$ cat config.mk
export PLATFORM = sky130hd
export DESIGN_NAME = fifo_drain_ctrl
export DESIGN_NICKNAME = d
export VERILOG_FILES = /design/src/rtl/fifo_drain_pkg.sv /design/src/rtl/fifo_drain_skid.sv /design/src/rtl/fifo_drain_ctrl.sv
export SDC_FILE = /design/constraint.sdc
export NUM_CORES = 1
export LEC_CHECK = 0
export CELL_PAD_IN_SITES_DETAIL_PLACEMENT = 0
export CELL_PAD_IN_SITES_GLOBAL_PLACEMENT = 1
export CORE_MARGIN = 5
export CORE_UTILIZATION = 37
export CTS_BUF_LIST = sky130_fd_sc_hd__clkbuf_4 sky130_fd_sc_hd__clkbuf_8
export DETAILED_ROUTE_END_ITERATION = 7
export PLACE_DENSITY = 0.85
export SYNTH_ARGS = -nofsm -noshare
export SYNTH_HDL_FRONTEND = slang
export SYNTH_SLANG_ARGS = --single-unit
$ cat constraint.sdc
create_clock -name clk -period 4.6 [get_ports clk]
set_input_delay 0.46 -clock clk [delete_from_list [all_inputs] [get_ports clk]]
set_output_delay 0.46 -clock clk [all_outputs]
set_load 0.01 [all_outputs]
$ cat src/rtl/fifo_drain_pkg.sv
// Shared types and constants for the FIFO drain controller.
// Common to fifo_drain_ctrl and fifo_drain_skid.
package fifo_drain_pkg;

    localparam int DATA_WIDTH = 16;
    localparam int SKID_DEPTH = 2;

    typedef logic [1:0]            drain_occ_t;
    typedef logic [DATA_WIDTH-1:0] drain_word_t;

    typedef enum logic [1:0] {
        SKID_EMPTY = 2'd0,
        SKID_ONE   = 2'd1,
        SKID_TWO   = 2'd2
    } skid_state_e;

    // A new read may be issued only if the buffer can still hold it once every
    // word already owed to it (buffered + in flight) has been counted.
    function automatic logic credit_ok(input drain_occ_t occ,
                                       input logic       inflight,
                                       input logic       pop);
        logic [2:0] committed;
        committed = {1'b0, occ} + {2'b00, inflight} - {2'b00, pop};
        return committed < 3'(SKID_DEPTH);
    endfunction

endpackage

$ cat src/rtl/fifo_drain_skid.sv
// Two-entry skid buffer (head/tail registers) that absorbs the FIFO read latency.
// The head register drives the downstream data directly.
module fifo_drain_skid #(
    parameter int DATA_WIDTH = fifo_drain_pkg::DATA_WIDTH
) (
    input  logic                        clk,
    input  logic                        rst_n,
    input  logic                        wr,
    input  logic [DATA_WIDTH-1:0]       wdata,
    input  logic                        rd,
    output fifo_drain_pkg::drain_occ_t  occ,
    output logic [DATA_WIDTH-1:0]       head
);
    import fifo_drain_pkg::*;

    skid_state_e           state_reg;
    logic [DATA_WIDTH-1:0] head_reg;
    logic [DATA_WIDTH-1:0] tail_reg;

    always_ff @(posedge clk) begin
        if (!rst_n) begin
            state_reg <= SKID_EMPTY;
            head_reg  <= '0;
            tail_reg  <= '0;
        end else begin
            case (state_reg)
                SKID_EMPTY: begin
                    if (wr) begin
                        head_reg  <= wdata;
                        state_reg <= SKID_ONE;
                    end
                end
                SKID_ONE: begin
                    case ({wr, rd})
                        2'b11: head_reg <= wdata;
                        2'b10: begin
                            tail_reg  <= wdata;
                            state_reg <= SKID_TWO;
                        end
                        2'b01: state_reg <= SKID_EMPTY;
                        default: ;
                    endcase
                end
                SKID_TWO: begin
                    // The read credit never lets a write land here without a read.
                    if (rd) begin
                        head_reg <= tail_reg;
                        if (wr) begin
                            tail_reg <= wdata;
                        end else begin
                            state_reg <= SKID_ONE;
                        end
                    end
                end
                default: state_reg <= SKID_EMPTY;
            endcase
        end
    end

    assign occ  = drain_occ_t'(state_reg);
    assign head = head_reg;

endmodule

$ cat src/rtl/fifo_drain_ctrl.sv
// Read-side FIFO drain controller: credit-based rd_en into a 2-entry skid buffer feeding valid/ready.
// Optional statistics (pop_count, underflow_seen) are built when FIFO_DRAIN_STATS_EN is defined.
module fifo_drain_ctrl #(
    parameter int DATA_WIDTH = fifo_drain_pkg::DATA_WIDTH,
    parameter int CNT_WIDTH  = 16
) (
    input  logic                  clk,
    input  logic                  rst_n,
    input  logic                  en,
    input  logic                  fifo_empty,
    input  logic                  fifo_underflow,
    input  logic [DATA_WIDTH-1:0] fifo_data_out,
    output logic                  fifo_rd_en,
    output logic                  m_valid,
    output logic [DATA_WIDTH-1:0] m_data,
    input  logic                  m_ready,
    output logic [CNT_WIDTH-1:0]  pop_count,
    output logic                  underflow_seen
);
    import fifo_drain_pkg::*;

    drain_occ_t occ;
    logic       inflight_reg;
    logic       pop;
    logic       capture;

    assign m_valid    = (occ != 2'd0);
    assign pop        = m_valid && m_ready;
    assign fifo_rd_en = rst_n && en && !fifo_empty && credit_ok(occ, inflight_reg, pop);
    assign capture    = inflight_reg && !fifo_underflow;

    // Marks that fifo_data_out carries a word for us in the current cycle.
    always_ff @(posedge clk) begin
        if (!rst_n) begin
            inflight_reg <= 1'b0;
        end else begin
            inflight_reg <= fifo_rd_en;
        end
    end

    fifo_drain_skid #(
        .DATA_WIDTH (DATA_WIDTH)
    ) u_skid (
        .clk   (clk),
        .rst_n (rst_n),
        .wr    (capture),
        .wdata (fifo_data_out),
        .rd    (pop),
        .occ   (occ),
        .head  (m_data)
    );

`ifdef FIFO_DRAIN_STATS_EN
    logic [CNT_WIDTH-1:0] pop_count_reg;
    logic                 underflow_seen_reg;

    always_ff @(posedge clk) begin
        if (!rst_n) begin
            pop_count_reg      <= '0;
            underflow_seen_reg <= 1'b0;
        end else begin
            if (pop) begin
                pop_count_reg <= pop_count_reg + CNT_WIDTH'(1);
            end
            if (inflight_reg && fifo_underflow) begin
                underflow_seen_reg <= 1'b1;
            end
        end
    end

    assign pop_count      = pop_count_reg;
    assign underflow_seen = underflow_seen_reg;
`else
    assign pop_count      = '0;
    assign underflow_seen = 1'b0;
`endif

endmodule
==> results of run 1 <==
==> cell families (layout without fill, tap and decap cells) <==
group                      count (synthesis)  after routing  synth area share
AOI/OAI and AO/OA                         39             39             0.171
DFF                                       35             35             0.406
other                                      1             17           0.00217
xor gates and xnor gates                   1              1           0.00508
and+or+nand+nor                           62             62             0.175
adders and majority gates                  1              1            0.0116
muxes                                     17             17            0.0986
buffers and inverters                     32             47             0.131
==> final timing paths <==
check | start | end | slack (ps) | cells past startpoint
worst min-delay path | u_skid.tail_reg[0] | u_skid.tail_reg[0] | 460 | 2
worst max-delay path | m_ready | fifo_rd_en | 1400 | 7
worst max register to register | u_skid.occ[0] | u_skid.tail_reg[15] | 2640 | 3
worst min register to register | u_skid.tail_reg[0] | u_skid.tail_reg[0] | 460 | 2
==> metrics by stage <==
step / setup slack [ps] / instance area (sq um)
2_1_floorplan: 2540 / 1790
3_3_place_gp: 1440 / 2010
3_5_place_dp: 1410 / 2010
4_1_cts: 1400 / 2110
5_1_grt: 1250 / 2110
6_report: 1400 / 2110
==> cell usage in the layout, fill, tap and decap left out <==
cell	n
clkbuf_8	6
nor3b_2	1
nor2b_1	2
and3b_4	1
nor3b_1	1
nor2_1	2
o21ai_0	14
a211o_4	1
clkdlybuf4s50_1	38
mux2i_1	17
nand4b_1	1
nor4b_1	1
o21bai_2	1
clkbuf_4	1
conb_1	17
nand2_1	32
buf_2	1
clkinv_4	1
fa_1	1
nand2b_1	2
and2_1	2
nand3_1	16
a21oi_1	3
o22ai_1	1
xor2_1	1
dfxtp_1	35
o211a_1	16
o21ai_1	3
or2_2	1
==> cell type report <==
cell class              count  area, sq um
multi-input cells         137          860
clock inverters             1         8.76
clock buffers               7         90.1
flip-flops and latches     35          701
well taps                  52         65.1
fillers                   435         2330
repair buffers             39          385
==> routing by layer <==
layer	track usage	up-vias	part of all wire
met5	0	-	0
met4	0.0734	0	0.024
met3	0.0275	7	0.048
met2	0.183	34	0.47
met1	0.129	589	0.46
li1	-	673	-
==> power groups by stage <==
| stage | Sequential [mW] | Clock (mW) | Combinational (mW) |
|---|---|---|---|
| 2_1_floorplan | 0.326 | 0 | 0.0469 |
| 3_3_place_gp | 0.323 | 0 | 0.0770 |
| 3_5_place_dp | 0.323 | 0 | 0.0775 |
| 4_1_cts | 0.316 | 0.250 | 0.0778 |
| 5_1_grt | 0.317 | 0.259 | 0.0848 |
| 6_report | 0.316 | 0.237 | 0.0769 |
==> worst register-to-register path, delay by kind of cell, from the launching register on <==
family	cells	cell delay, ps
compound gates	2	1120
flops	1	420
simple gates	1	260
==> impl_metrics.ini, run 1 <==
[die]
die_h_um = 78.3
die_w_um = 78.3
start_util = 0.388
die-area_sq_um = 6130
core.rowCount = 24
core_area_sq_um = 4440
ioPinCount = 57

[timing]
finalCritPeriodShare = 0.696
fmax_mhz = 313
rsz0062_at_grt = no
whs_ps = 457
finalMaxSlewViolations = 0
fin_tns_setup_ps = 0
min_period_ps = 3200
finalHoldViolations = 0
fin_skew_ps = 8.46
tightest_slew_ps = 1090
setup_viol = 0
relSlewSlack = 0.276

[pwr]
clkPwrFrac = 0.376
swShare = 0.236
p_switching_mw = 0.148
p_leak_nw = 1.08
pwr-share-comb = 0.122
internal-power_mw = 0.481
peakVddDrop_uv = 134
p_per_area_nw_per_um2 = 298
seqPwrFrac = 0.502
p_total_mw = 0.629

[detailed_routing]
first_iter_violations = 69
final_antenna_net_count = 0
num_vias = 1303
drt-pass1-iter-count = 4
via_per_inst = 4.81
wl_per_cell_um = 12.1
drc = 0
routed_wl_mm = 3.27

[clock_tree]
cts_resized = 0
numCtsBuffers = 5
clockBufferDepth = 2
cts.sinks = 35
clockRootBuffer = clkbuf_8
cts_max_level = 2
post_cts_buffers = 0
clk_latency_ps = 290
tritoncts = done
clk_pin_slew_ps = 70
cts_hold_buf = 0

[run_status]
status = finished, final reports clean

[global_routing]
grt_pass1_wl_mm = 5.42
antenna_found_initial = 0
grt_max_degree = 52
grt_pass1_vias = 1212
grt_overflow_total = 0
grt_use_total = 0.111

[critical_path]
critPathSlowestCell = clkdlybuf4s50_1
cp_max_fo = 7
path_common_cell = clkdlybuf4s50_1
criticalPathCategory = primary input to output port
crit_chain = clkdlybuf4s50_1 -> and3b_4 -> o21ai_0 -> fa_1 -> nand4b_1 -> nor2_1 -> clkdlybuf4s50_1
max_stage_delay_ps = 600
cp_top_family = buffers and inverters
critPathCaptureType = output port
worst_setup_path_start_kind = primary input
critPathBufInv = 2
cp.required_ps = 4140
arrival_ps = 2740

[yosys]
yosys-top-cells-area = dfxtp_1 41%, mux2i_1 9.9%, o211a_1 9.3%
synthArstFlopShare = 0
yosys.area.top_type_share = 0.406
synthCells = 188
yosysMostFrequentCell = dfxtp_1
ys_seq_elements = 35
synth-main-ff-cell = dfxtp_1
syn-cell-area_sq_um = 1730
synth_top_area_cell = dfxtp_1
synth_warnings = 0
seq_area_frac_synth = 0.406
ys_types = 30
synth-edff-count = 0
synth.avg_cell_area_sq_um = 9.18
synth_commonest_cells = 35 x dfxtp_1, 32 x nand2_1, 18 x buf_4

[placed_design]
place_congestion = 0.714
dp_hpwl_mm = 2.17
port_buffers = 39
placed_cells = 263

[cells_and_area]
nets = 241
antenna_cells = 0
final_core_util = 0.475
area_delta_synth_final_pct = 22.3
fin_cells = 271
drive_above_1_share = 0.0639

[flow_run]
cap_violations = 0

[hold_path]
hp-class = flop to flop
No activity file was read; power rests on OpenSTA's default activity.
==> inputs of run 2 (changes only) <==
CORE_UTILIZATION = 35   (was 37)
PLACE_DENSITY = 0.81   (was 0.85)
clock period = 3 ns   (was 4.6 ns; I/O delays follow)
==> run 2 against run 1 <==
  * Hold slack got worse by 120 ps
  * Sequential cell count did not move
  * Global-route usage is 0.95 points lower
  * Setup slack lost 1200 ps
  * Final area grew 0.71%
  * Register-to-register slack worse by 1600 ps
  * Critical path depth stayed put
  * First-iteration DRC count is 65% lower
  * Critical endpoint unchanged
  * Via count is 0.84% lower
  * Power grew 49%
  * Sequential share of layout area down 0.23 points
==> impl_metrics.ini, run 2 (synthesized netlist as in run 1, its figures left out) <==
[run_status]
status = finished, final reports clean

[die]
core.rowCount = 25
core_area_sq_um = 4750
start_util = 0.363
die_w_um = 80.2
die_h_um = 80.2
die-area_sq_um = 6430
ioPinCount = 57

[critical_path]
cp_max_fo = 7
worst_setup_path_start_kind = primary input
crit_chain = clkdlybuf4s50_1 -> and3b_4 -> o21ai_0 -> fa_1 -> nand4b_1 -> nor2_1 -> clkdlybuf4s50_1
max_stage_delay_ps = 600
critPathSlowestCell = clkdlybuf4s50_1
critPathBufInv = 2
cp_top_family = buffers and inverters
path_common_cell = clkdlybuf4s50_1
arrival_ps = 2550
cp.required_ps = 2700
criticalPathCategory = primary input to output port
critPathCaptureType = output port

[global_routing]
antenna_found_initial = 0
grt_max_degree = 51
gr-usage-met3 = 0.0213
grt_pass1_vias = 1173
grt_pass1_wl_mm = 5.19
grt_overflow_total = 0
use_met1 = 0.121
grt_use_total = 0.102
top_usage_layer = met2
use_met2 = 0.172

[detailed_routing]
first_iter_violations = 24
final_antenna_net_count = 0
drc = 0
via_per_inst = 4.52
drt-pass1-iter-count = 4
routed_wl_mm = 3.25
wl_per_cell_um = 11.4
num_vias = 1292

[pwr]
p_leak_nw = 1.08
peakVddDrop_uv = 270
p_total_mw = 0.937
p_per_area_nw_per_um2 = 441

[timing]
fmax_mhz = 351
fin_tns_setup_ps = 0
tightest_slew_ps = 1080
finalMaxSlewViolations = 0
fin_skew_ps = 2.51
setup_ws_ps = 153
finalCritPeriodShare = 0.949
finalHoldViolations = 0
rsz0062_at_grt = no
min_period_ps = 2850
relSlewSlack = 0.277
whs_ps = 335
setup_viol = 0

[cells_and_area]
final_cell_mix = 38 x clkdlybuf4s50_1, 35 x dfxtp_1, 32 x nand2_1, 17 x mux2i_1, 17 x conb_1
multiInputGateArea_sq_um = 860
area_delta_synth_final_pct = 23.1
nets = 242
antenna_cells = 0
drive_above_1_share = 0.0639
layout_commonest_cell = clkdlybuf4s50_1
final_core_util = 0.447
seq_area_sq_um = 701
nFillCells = 501

[placed_design]
post-place-ws_ps = 161
place_congestion = 0.667
dp_hpwl_mm = 2.15
port_buffers = 39

[clock_tree]
post_cts_buffers = 0
cts_max_level = 2
numCtsBuffers = 5
tritoncts = done
clockBufferDepth = 2
clk_pin_slew_ps = 60
clk_latency_ps = 270
cts_hold_buf = 0
cts_resized = 0
clockRootBuffer = clkbuf_8
cts.sinks = 35

[flow_run]
cap_violations = 0

[hold_path]
hp-class = primary input to flop
## run 2: metal layers
metal  vias to the layer above  routed length (um)  share of wire
met5                         -                   0              0
met4                         0                  56          0.017
met3                         5                 179          0.055
met2                        34                1550           0.48
met1                       577                1460           0.45
li1                        676                   -              -
## run 2: path summary, 6_finish.rpt
kind,cells past startpoint,end,slack [ps],startpoint
setup reg to reg,3,u_skid.tail_reg[11],1080,u_skid.occ[1]
hold / removal,3,inflight_reg,340,rst_n
setup / recovery,7,fifo_rd_en,150,m_ready
hold reg to reg,2,u_skid.tail_reg[0],460,u_skid.tail_reg[0]
## run 2: final cells by class
class	count	share of cell area
well taps	67	0.0395
repair buffers	40	0.185
clock inverters	1	0.00236
multi-input cells	137	0.405
clock buffers	6	0.0389
flip-flops and latches	35	0.330
## run 2: power by group
part	internal [mW]	leakage (nW)	switching (mW)	total [mW]
sequential	0.478	0.284	0.00690	0.484
combinational	0.0643	0.753	0.0541	0.118
clock	0.180	0.0470	0.155	0.335
## run 2: per-stage QoR
stage,instances,area [sq um]
2_1_floorplan,204,1790
3_3_place_gp,279,2040
3_5_place_dp,279,2040
4_1_cts,286,2120
5_1_grt,286,2120
6_report,286,2120
## run 2: worst reg2reg max path: stages (launching register included)
cell and delay (ps):
dfxtp_1 420, and3b_4 260, o21bai_2 840, o21ai_0 240
==> inputs of run 3 (changes only) <==
CORE_UTILIZATION = 37   (was 35)
PLACE_DENSITY = 0.85   (was 0.81)
clock period = 3.6 ns   (was 3 ns; I/O delays follow)
==> run 3 against run 2 <==
  * Power is 16% lower
  * Via count grew 1.2%
  * Clock power is 16% lower
  * Global-route usage grew 0.89 points
  * First-iteration DRC count grew to 2.7 times the previous value
  * Die area shrank 4.7%
  * Combinational power fell by 16%
  * Sequential cell count unchanged
  * Sequential share of layout area rose by 0.16 points
  * Critical endpoint unchanged
  * Largest power group unchanged
==> impl_metrics.ini, run 3 (synthesized netlist as in run 1, its figures left out) <==
[timing]
min_period_ps = 2980
whs_ps = 460
finalHoldViolations = 0
fin_tns_setup_ps = 0
finalCritPeriodShare = 0.828
tightest_slew_ps = 1100
finalMaxSlewViolations = 0
rsz0062_at_grt = no
fin_skew_ps = 3.96
setup_ws_ps = 619
fmax_mhz = 336
setup_viol = 0
relSlewSlack = 0.268

[clock_tree]
tritoncts = done
numCtsBuffers = 5
clockBufferDepth = 2
clk_latency_ps = 280
cts_resized = 0
cts_max_level = 2
cts_hold_buf = 0
cts.sinks = 35
clk_pin_slew_ps = 70
clockRootBuffer = clkbuf_8
post_cts_buffers = 0

[detailed_routing]
via_per_inst = 4.79
drc = 0
wl_per_cell_um = 12.0
num_vias = 1308
first_iter_violations = 65
routed_wl_mm = 3.28
drt-pass1-iter-count = 4
final_antenna_net_count = 0

[critical_path]
path_common_cell = clkdlybuf4s50_1
cp_max_fo = 7
max_stage_delay_ps = 610
r2r_slack_ps = 1710
critPathCaptureType = output port
critPathSlowestCell = clkdlybuf4s50_1
crit_chain = clkdlybuf4s50_1 -> and3b_4 -> o21ai_0 -> fa_1 -> nand4b_1 -> nor2_1 -> clkdlybuf4s50_1
cp.required_ps = 3240
criticalPathCategory = primary input to output port
arrival_ps = 2620
worst_setup_path_start_kind = primary input

[global_routing]
grt_pass1_wl_mm = 5.52
grt_use_total = 0.111
grt_pass1_vias = 1202
grt_max_degree = 52
antenna_found_initial = 0
grt_overflow_total = 0

[cells_and_area]
nets = 243
antenna_cells = 0
final_core_util = 0.476
final_cell_mix = 38 x clkdlybuf4s50_1, 35 x dfxtp_1, 32 x nand2_1, 17 x mux2i_1, 17 x conb_1
drive_above_1_share = 0.0724
area_delta_synth_final_pct = 22.6
layout_commonest_cell = clkdlybuf4s50_1

[pwr]
p_per_area_nw_per_um2 = 371
p_leak_nw = 1.09
peakVddDrop_uv = 198

[die]
core_area_sq_um = 4440
ioPinCount = 57
die_h_um = 78.3
die-area_sq_um = 6130
die_w_um = 78.3
core.rowCount = 24
start_util = 0.388

[placed_design]
place_congestion = 0.670
post-place-ws_ps = 619
dp_hpwl_mm = 2.18
port_buffers = 39

[flow_run]
cap_violations = 0

[hold_path]
hp-class = flop to flop

[run_status]
status = finished, final reports clean
## run 3: area by class of cell
type	instances	area, sq um
Fill cell	431	2330
Multi-Input combinational cell	137	860
Sequential cell	35	701
Timing Repair Buffer	41	400
Clock buffer	7	83.8
Tap cell	52	65.1
Clock inverter	1	5.00
## run 3: layer usage
metal  share of wire  global-route usage
met1            0.46               0.130
met2            0.47               0.185
met3           0.063              0.0378
met4          0.0092              0.0472
met5               0                   0
## run 3: per-stage QoR
stage	power [mW]	cells	area, sq um
6_report	0.785	273	2110
5_1_grt	0.826	273	2110
4_1_cts	0.804	273	2110
3_5_place_dp	0.512	265	2030
3_3_place_gp	0.512	265	2030
2_1_floorplan	0.476	204	1790
## run 3: worst paths after layout
kind | start | end | cells after the start
setup / recovery | m_ready | fifo_rd_en | 7
hold / removal | u_skid.tail_reg[0] | u_skid.tail_reg[0] | 2
setup reg to reg | u_skid.occ[0] | u_skid.head[15] | 4
hold reg to reg | u_skid.tail_reg[0] | u_skid.tail_reg[0] | 2
## run 3: critical path, delay by kind of cell
family / cells / cell delay [ps]
buffers and inverters: 2 / 1150
adder cells (fa/ha/maj): 1 / 490
AND/OR/NAND/NOR: 3 / 500
AO/OA/AOI/OAI: 1 / 120
## run 3: where the power goes
part	total, mW	internal, mW	switching (mW)
clock	0.282	0.151	0.131
combinational	0.0989	0.0536	0.0454
sequential	0.404	0.398	0.00602
